File: src/rtl/hazard_stall_unit.sv
// Pipeline hazard controller. It stalls, bubbles and flushes the five-stage pipeline for
// load-use hazards, slow data-memory accesses and taken branches, and has a memory watchdog.
//
// state     | meaning
// ----------+----------------------------------------------------------------
// RUN       | normal flow, no memory access outstanding across an edge
// MEM_WAIT  | data memory has stalled for wait_cnt consecutive edges
// ERROR     | memory never answered, pipeline frozen until reset
module hazard_stall_unit #(
   parameter int MEM_TIMEOUT = 16,
   parameter int CNT_W       = 16
) (
   input  logic             clk,
   input  logic             rst_n,
   input  logic [4:0]       IF_ID_Rs1,
   input  logic [4:0]       IF_ID_Rs2,
   input  logic             IF_ID_UsesRs1,
   input  logic             IF_ID_UsesRs2,
   input  logic [4:0]       ID_EX_Rd,
   input  logic             ID_EX_MemRead,
   input  logic             EX_MEM_MemAccess,
   input  logic             mem_ready,
   input  logic             branch_taken,
   output logic             PC_Write,
   output logic             IF_ID_Write,
   output logic             ID_EX_Write,
   output logic             EX_MEM_Write,
   output logic             IF_ID_Flush,
   output logic             ID_EX_Flush,
   output logic             MEM_WB_Bubble,
   output logic             mem_timeout,
   output logic [CNT_W-1:0] stall_cycles,
   output logic [CNT_W-1:0] flush_events
);

   typedef enum logic [1:0] {
      ST_RUN      = 2'd0,
      ST_MEM_WAIT = 2'd1,
      ST_ERROR    = 2'd2
   } state_t;

   localparam logic [7:0] WAIT_LAST = 8'(MEM_TIMEOUT - 1);

   state_t     state;
   state_t     state_nxt;
   logic [7:0] wait_cnt;
   logic [7:0] wait_cnt_nxt;

   logic rs1_hit;
   logic rs2_hit;
   logic load_use;
   logic mem_stall;
   logic stall_inc;
   logic flush_inc;

   assign rs1_hit   = IF_ID_UsesRs1 && (ID_EX_Rd == IF_ID_Rs1);
   assign rs2_hit   = IF_ID_UsesRs2 && (ID_EX_Rd == IF_ID_Rs2);
   assign load_use  = ID_EX_MemRead && (ID_EX_Rd != 5'd0) && (rs1_hit || rs2_hit);
   assign mem_stall = EX_MEM_MemAccess && !mem_ready;

   always_ff @(posedge clk or negedge rst_n) begin
      if (!rst_n) begin
         state    <= ST_RUN;
         wait_cnt <= 8'd0;
      end else begin
         state    <= state_nxt;
         wait_cnt <= wait_cnt_nxt;
      end
   end

   always_comb begin
      state_nxt    = state;
      wait_cnt_nxt = wait_cnt;
      case (state)
         ST_RUN: begin
            if (mem_stall) begin
               state_nxt    = ST_MEM_WAIT;
               wait_cnt_nxt = 8'd1;
            end
         end
         ST_MEM_WAIT: begin
            if (!mem_stall) begin
               state_nxt    = ST_RUN;
               wait_cnt_nxt = 8'd0;
            end else if (wait_cnt == WAIT_LAST) begin
               state_nxt = ST_ERROR;
            end else begin
               wait_cnt_nxt = wait_cnt + 8'd1;
            end
         end
         ST_ERROR: begin
            state_nxt = ST_ERROR;
         end
         default: begin
            state_nxt    = ST_RUN;
            wait_cnt_nxt = 8'd0;
         end
      endcase
   end

   // A branch seen during a memory stall is simply not acted on; it is still in EX when the stall ends.
   always_comb begin
      PC_Write      = 1'b1;
      IF_ID_Write   = 1'b1;
      ID_EX_Write   = 1'b1;
      EX_MEM_Write  = 1'b1;
      IF_ID_Flush   = 1'b0;
      ID_EX_Flush   = 1'b0;
      MEM_WB_Bubble = 1'b0;
      mem_timeout   = (state == ST_ERROR);
      if (state == ST_ERROR || mem_stall) begin
         PC_Write      = 1'b0;
         IF_ID_Write   = 1'b0;
         ID_EX_Write   = 1'b0;
         EX_MEM_Write  = 1'b0;
         MEM_WB_Bubble = 1'b1;
      end else if (branch_taken) begin
         IF_ID_Flush = 1'b1;
         ID_EX_Flush = 1'b1;
      end else if (load_use) begin
         PC_Write    = 1'b0;
         IF_ID_Write = 1'b0;
         ID_EX_Flush = 1'b1;
      end
   end

   assign stall_inc = !PC_Write && (state != ST_ERROR);
   assign flush_inc = IF_ID_Flush;

   always_ff @(posedge clk or negedge rst_n) begin
      if (!rst_n) begin
         stall_cycles <= '0;
         flush_events <= '0;
      end else begin
         if (stall_inc && (stall_cycles != '1))
            stall_cycles <= stall_cycles + CNT_W'(1);
         if (flush_inc && (flush_events != '1))
            flush_events <= flush_events + CNT_W'(1);
      end
   end

endmodule

File: config.mk
export PLATFORM = sky130hd
export DESIGN_NAME = hazard_stall_unit
export DESIGN_NICKNAME = d
export VERILOG_FILES = /design/src/rtl/hazard_stall_unit.sv
export SDC_FILE = /design/constraint.sdc
export NUM_CORES = 1
export LEC_CHECK = 0
export CAP_MARGIN = 20
export CORE_MARGIN = 2
export CORE_UTILIZATION = 45
export DETAILED_ROUTE_END_ITERATION = 8
export HOLD_SLACK_MARGIN = 0.05
export PLACE_DENSITY = 0.81
export SLEW_MARGIN = 30
export SYNTH_ARGS = -nofsm -noshare
export SYNTH_HDL_FRONTEND = slang
export SYNTH_SLANG_ARGS = --single-unit
File: constraint.sdc
create_clock -name clk -period 2.8 [get_ports clk]
set_clock_uncertainty 0.05 [all_clocks]
set_input_delay 0.56 -clock clk [delete_from_list [all_inputs] [get_ports clk]]
set_output_delay 0.56 -clock clk [all_outputs]
set_load 0.02 [all_outputs]
==> impl_metrics.tcl <==
set metrics [dict create \
    run_status "finished, final reports clean" \
    p_leak_nw 1.34 \
    finalHoldViolations 0 \
    rows 25 \
    htree_levels 2 \
    synth_warnings 0 \
    syn2layout_area_growth_pct 38.9 \
    clock_latency_ns 0.30 \
    finalCritPeriodShare 0.986 \
    dr.pass1.iters 4 \
    die-area_um2 5530 \
    routed_via_density 5.13 \
    max_slew_margin 0.605 \
    portBuffers 62 \
    yosysSeqAreaShare 0.471 \
    fillers 387 \
    required_ns 2.19 \
    synthDistinctLibCells 36 \
    antenna_found_initial 0 \
    fin_area_um2 3100 \
    fin_ws_ns 0.0400 \
    worstSetupEndpointType "output port" \
    grt-ovfl-total 0 \
    path_max_fanout 2 \
    critPathKind "input port to output port" \
    post_drt_wl_per_cell_um 13.0 \
    syn_avg_cell_area_um2 9.74 \
    globalplace.congestion 0.749 \
    synth-edff-count 0 \
    die_w_um 74.4 \
    globalRouteMet2Util 0.287 \
    pre_cts_slack_ns -0.421 \
    synth_nets 255 \
    numCtsBuffers 5 \
    grt_pass1_wl_um 7800 \
    max_freq_mhz 362 \
    die_y_um 74.4 \
    wirelength_um 4860 \
    ant_nets 0 \
    place_area_um2 2990 \
    core_area_um2 4750 \
    synth_ff_type "dfrtp_1" \
    layout-drive-gt1-share 0.121 \
    clockBufferDepth 2 \
    antenna_cells 0 \
    yosysTopAreaCell "dfrtp_1" \
    met3_usage 0.0515 \
    max_cap_viol_count 0 \
    synth.area.top_cells "dfrtp_1 47%, xnor2_1 11%, xor2_1 5.5%, nand2_1 5.1%, nand3_1 3.6%" \
    async_flop_share 1.00 \
    drtIter0Drc 75 \
    synth.most_common_cell "dfrtp_1" \
    ir_drop_mv 0.417 \
    setup_viol 0 \
    io_pins 63 \
    startpoint_type "input port" \
    netlist_area_um2 2230 \
    tightest_slew_ns 0.586 \
    groute.usage.overall 0.184 \
    cts.sinks 42 \
    dp_hpwl_um 3480 \
    ys_ff_latch 42 \
    worstPathArrival_ns 2.15 \
    slew_viol_final 0 \
    cts_tree "built" \
    synthDominantCellAreaShare 0.471 \
    synth_common_cells "42 x dfrtp_1, 30 x nand2_1, 29 x xnor2_1, 18 x nor2_1, 16 x nand3_1" \
    hold_class "input port to asynchronous set/reset pin" \
    syn_inst 229 \
    finalCriticalPeriod_ns 2.76 \
    grtUsageMet1 0.243 \
    nNetsFinal 331 \
    top_usage_layer "met2" \
    hold_buffers 0 \
    via_count 1912 \
    power_density_nw_per_um2 615 \
    post_cts_buffers 0 \
    path_clk_slew_ns 0.08 \
    cts-root-buf "clkbuf_8" \
    start_util 0.469 \
    grt_max_degree 43 \
    grt_pass1_vias 1711 \
    r2r_slack_ns 0.74 \
    rsz0062_at_grt "no" \
    post-route-drc-count 0 \
]
state kept, by name, indices dropped and copies added (netlist names):
register,flops
flush_events,16
state,2
stall_cycles,16
wait_cnt,8
critical path: stages:
cell	delay (ns)
clkdlybuf4s50_1	0.44
or4_4	0.53
o21ai_2	0.15
buf_4	0.13
nor2b_1	0.03
nor2_1	0.09
nor2_1	0.05
buf_4	0.16
cell usage in the layout (no fill, tap or decap), types with 3 or more instances in the layout:
master	instances
xor2_1	14
xnor2_1	29
o21ai_0	3
nand2b_1	5
nand3_1	16
clkdlybuf4s50_1	56
inv_1	8
nor2_1	18
and3_1	4
ha_1	3
dfrtp_1	42
o22ai_1	6
nand2_1	30
clkbuf_8	5
nor3_1	8
a21oi_1	3
nor4_1	6
buf_4	14
nand4_1	7
metal layers:
layer	wire length, µm	part of all wire
met4	76	0.016
met2	2180	0.45
met3	387	0.080
met1	2220	0.46
met5	0	0
kinds of logic after synthesis:
family	after synthesis	share of synthesized area
simple gates	104	0.230
xor+xnor	43	0.169
flops	42	0.471
compound gates	20	0.0617
buf+inv	13	0.0286
mux	4	0.0230
fa+ha+maj	3	0.0168
repair_timing:
action | in CTS | in global routing
cloned | 0 | 0
endpoints found under the hold margin | 0 | 0
setup endpoints to repair | 3 | 3
pin swaps | 0 | 1
resized for setup | 13 | 5
report_power, final:
part	switching (mW)	leakage (nW)	total [mW]	internal, mW
sequential	0.126	0.548	0.826	0.700
clock	0.212	0.0514	0.478	0.266
combinational	0.288	0.739	0.600	0.312
per-stage QoR:
stage	cells	power (mW)	setup TNS [ns]	utilization	hold slack (ns)
floorplan	229	1.13	0	-	0.214
global placement	365	1.42	-1.17	0.628	0.424
detailed placement	365	1.43	-1.28	0.628	0.429
CTS	373	1.92	0	0.651	0.359
global route	373	2.01	0	0.651	0.218
finish	373	1.90	0	0.651	0.168
path summary, 6_finish.rpt:
kind / startpoint / endpoint / depth (start not counted)
worst min register to register: stall_cycles[11]$_DFFE_PN0P_ / stall_cycles[11]$_DFFE_PN0P_ / 1
worst max register to register: state[1]$_DFFE_PN0P_ / flush_events[15]$_DFFE_PN0P_ / 7
worst max-delay path: ID_EX_Rd[3] / ID_EX_Flush / 8
max in group asynchronous: rst_n / wait_cnt[2]$_DFFE_PN0P_ / 1
worst min-delay path: rst_n / flush_events[9]$_DFFE_PN0P_ / 1
min in group clk: stall_cycles[11]$_DFFE_PN0P_ / stall_cycles[11]$_DFFE_PN0P_ / 1
area by class of cell:
cell class | count | area (µm²) | share of cell area
clock inverters | 2 | 37.5 | 0.0121
repair buffers | 74 | 693 | 0.224
well taps | 67 | 83.8 | 0.0271
multi-input cells | 174 | 1130 | 0.364
flip-flops and latches | 42 | 1050 | 0.339
inverters | 8 | 30.0 | 0.00970
clock buffers | 6 | 72.6 | 0.0234
Power figures use the tool's default switching activity.
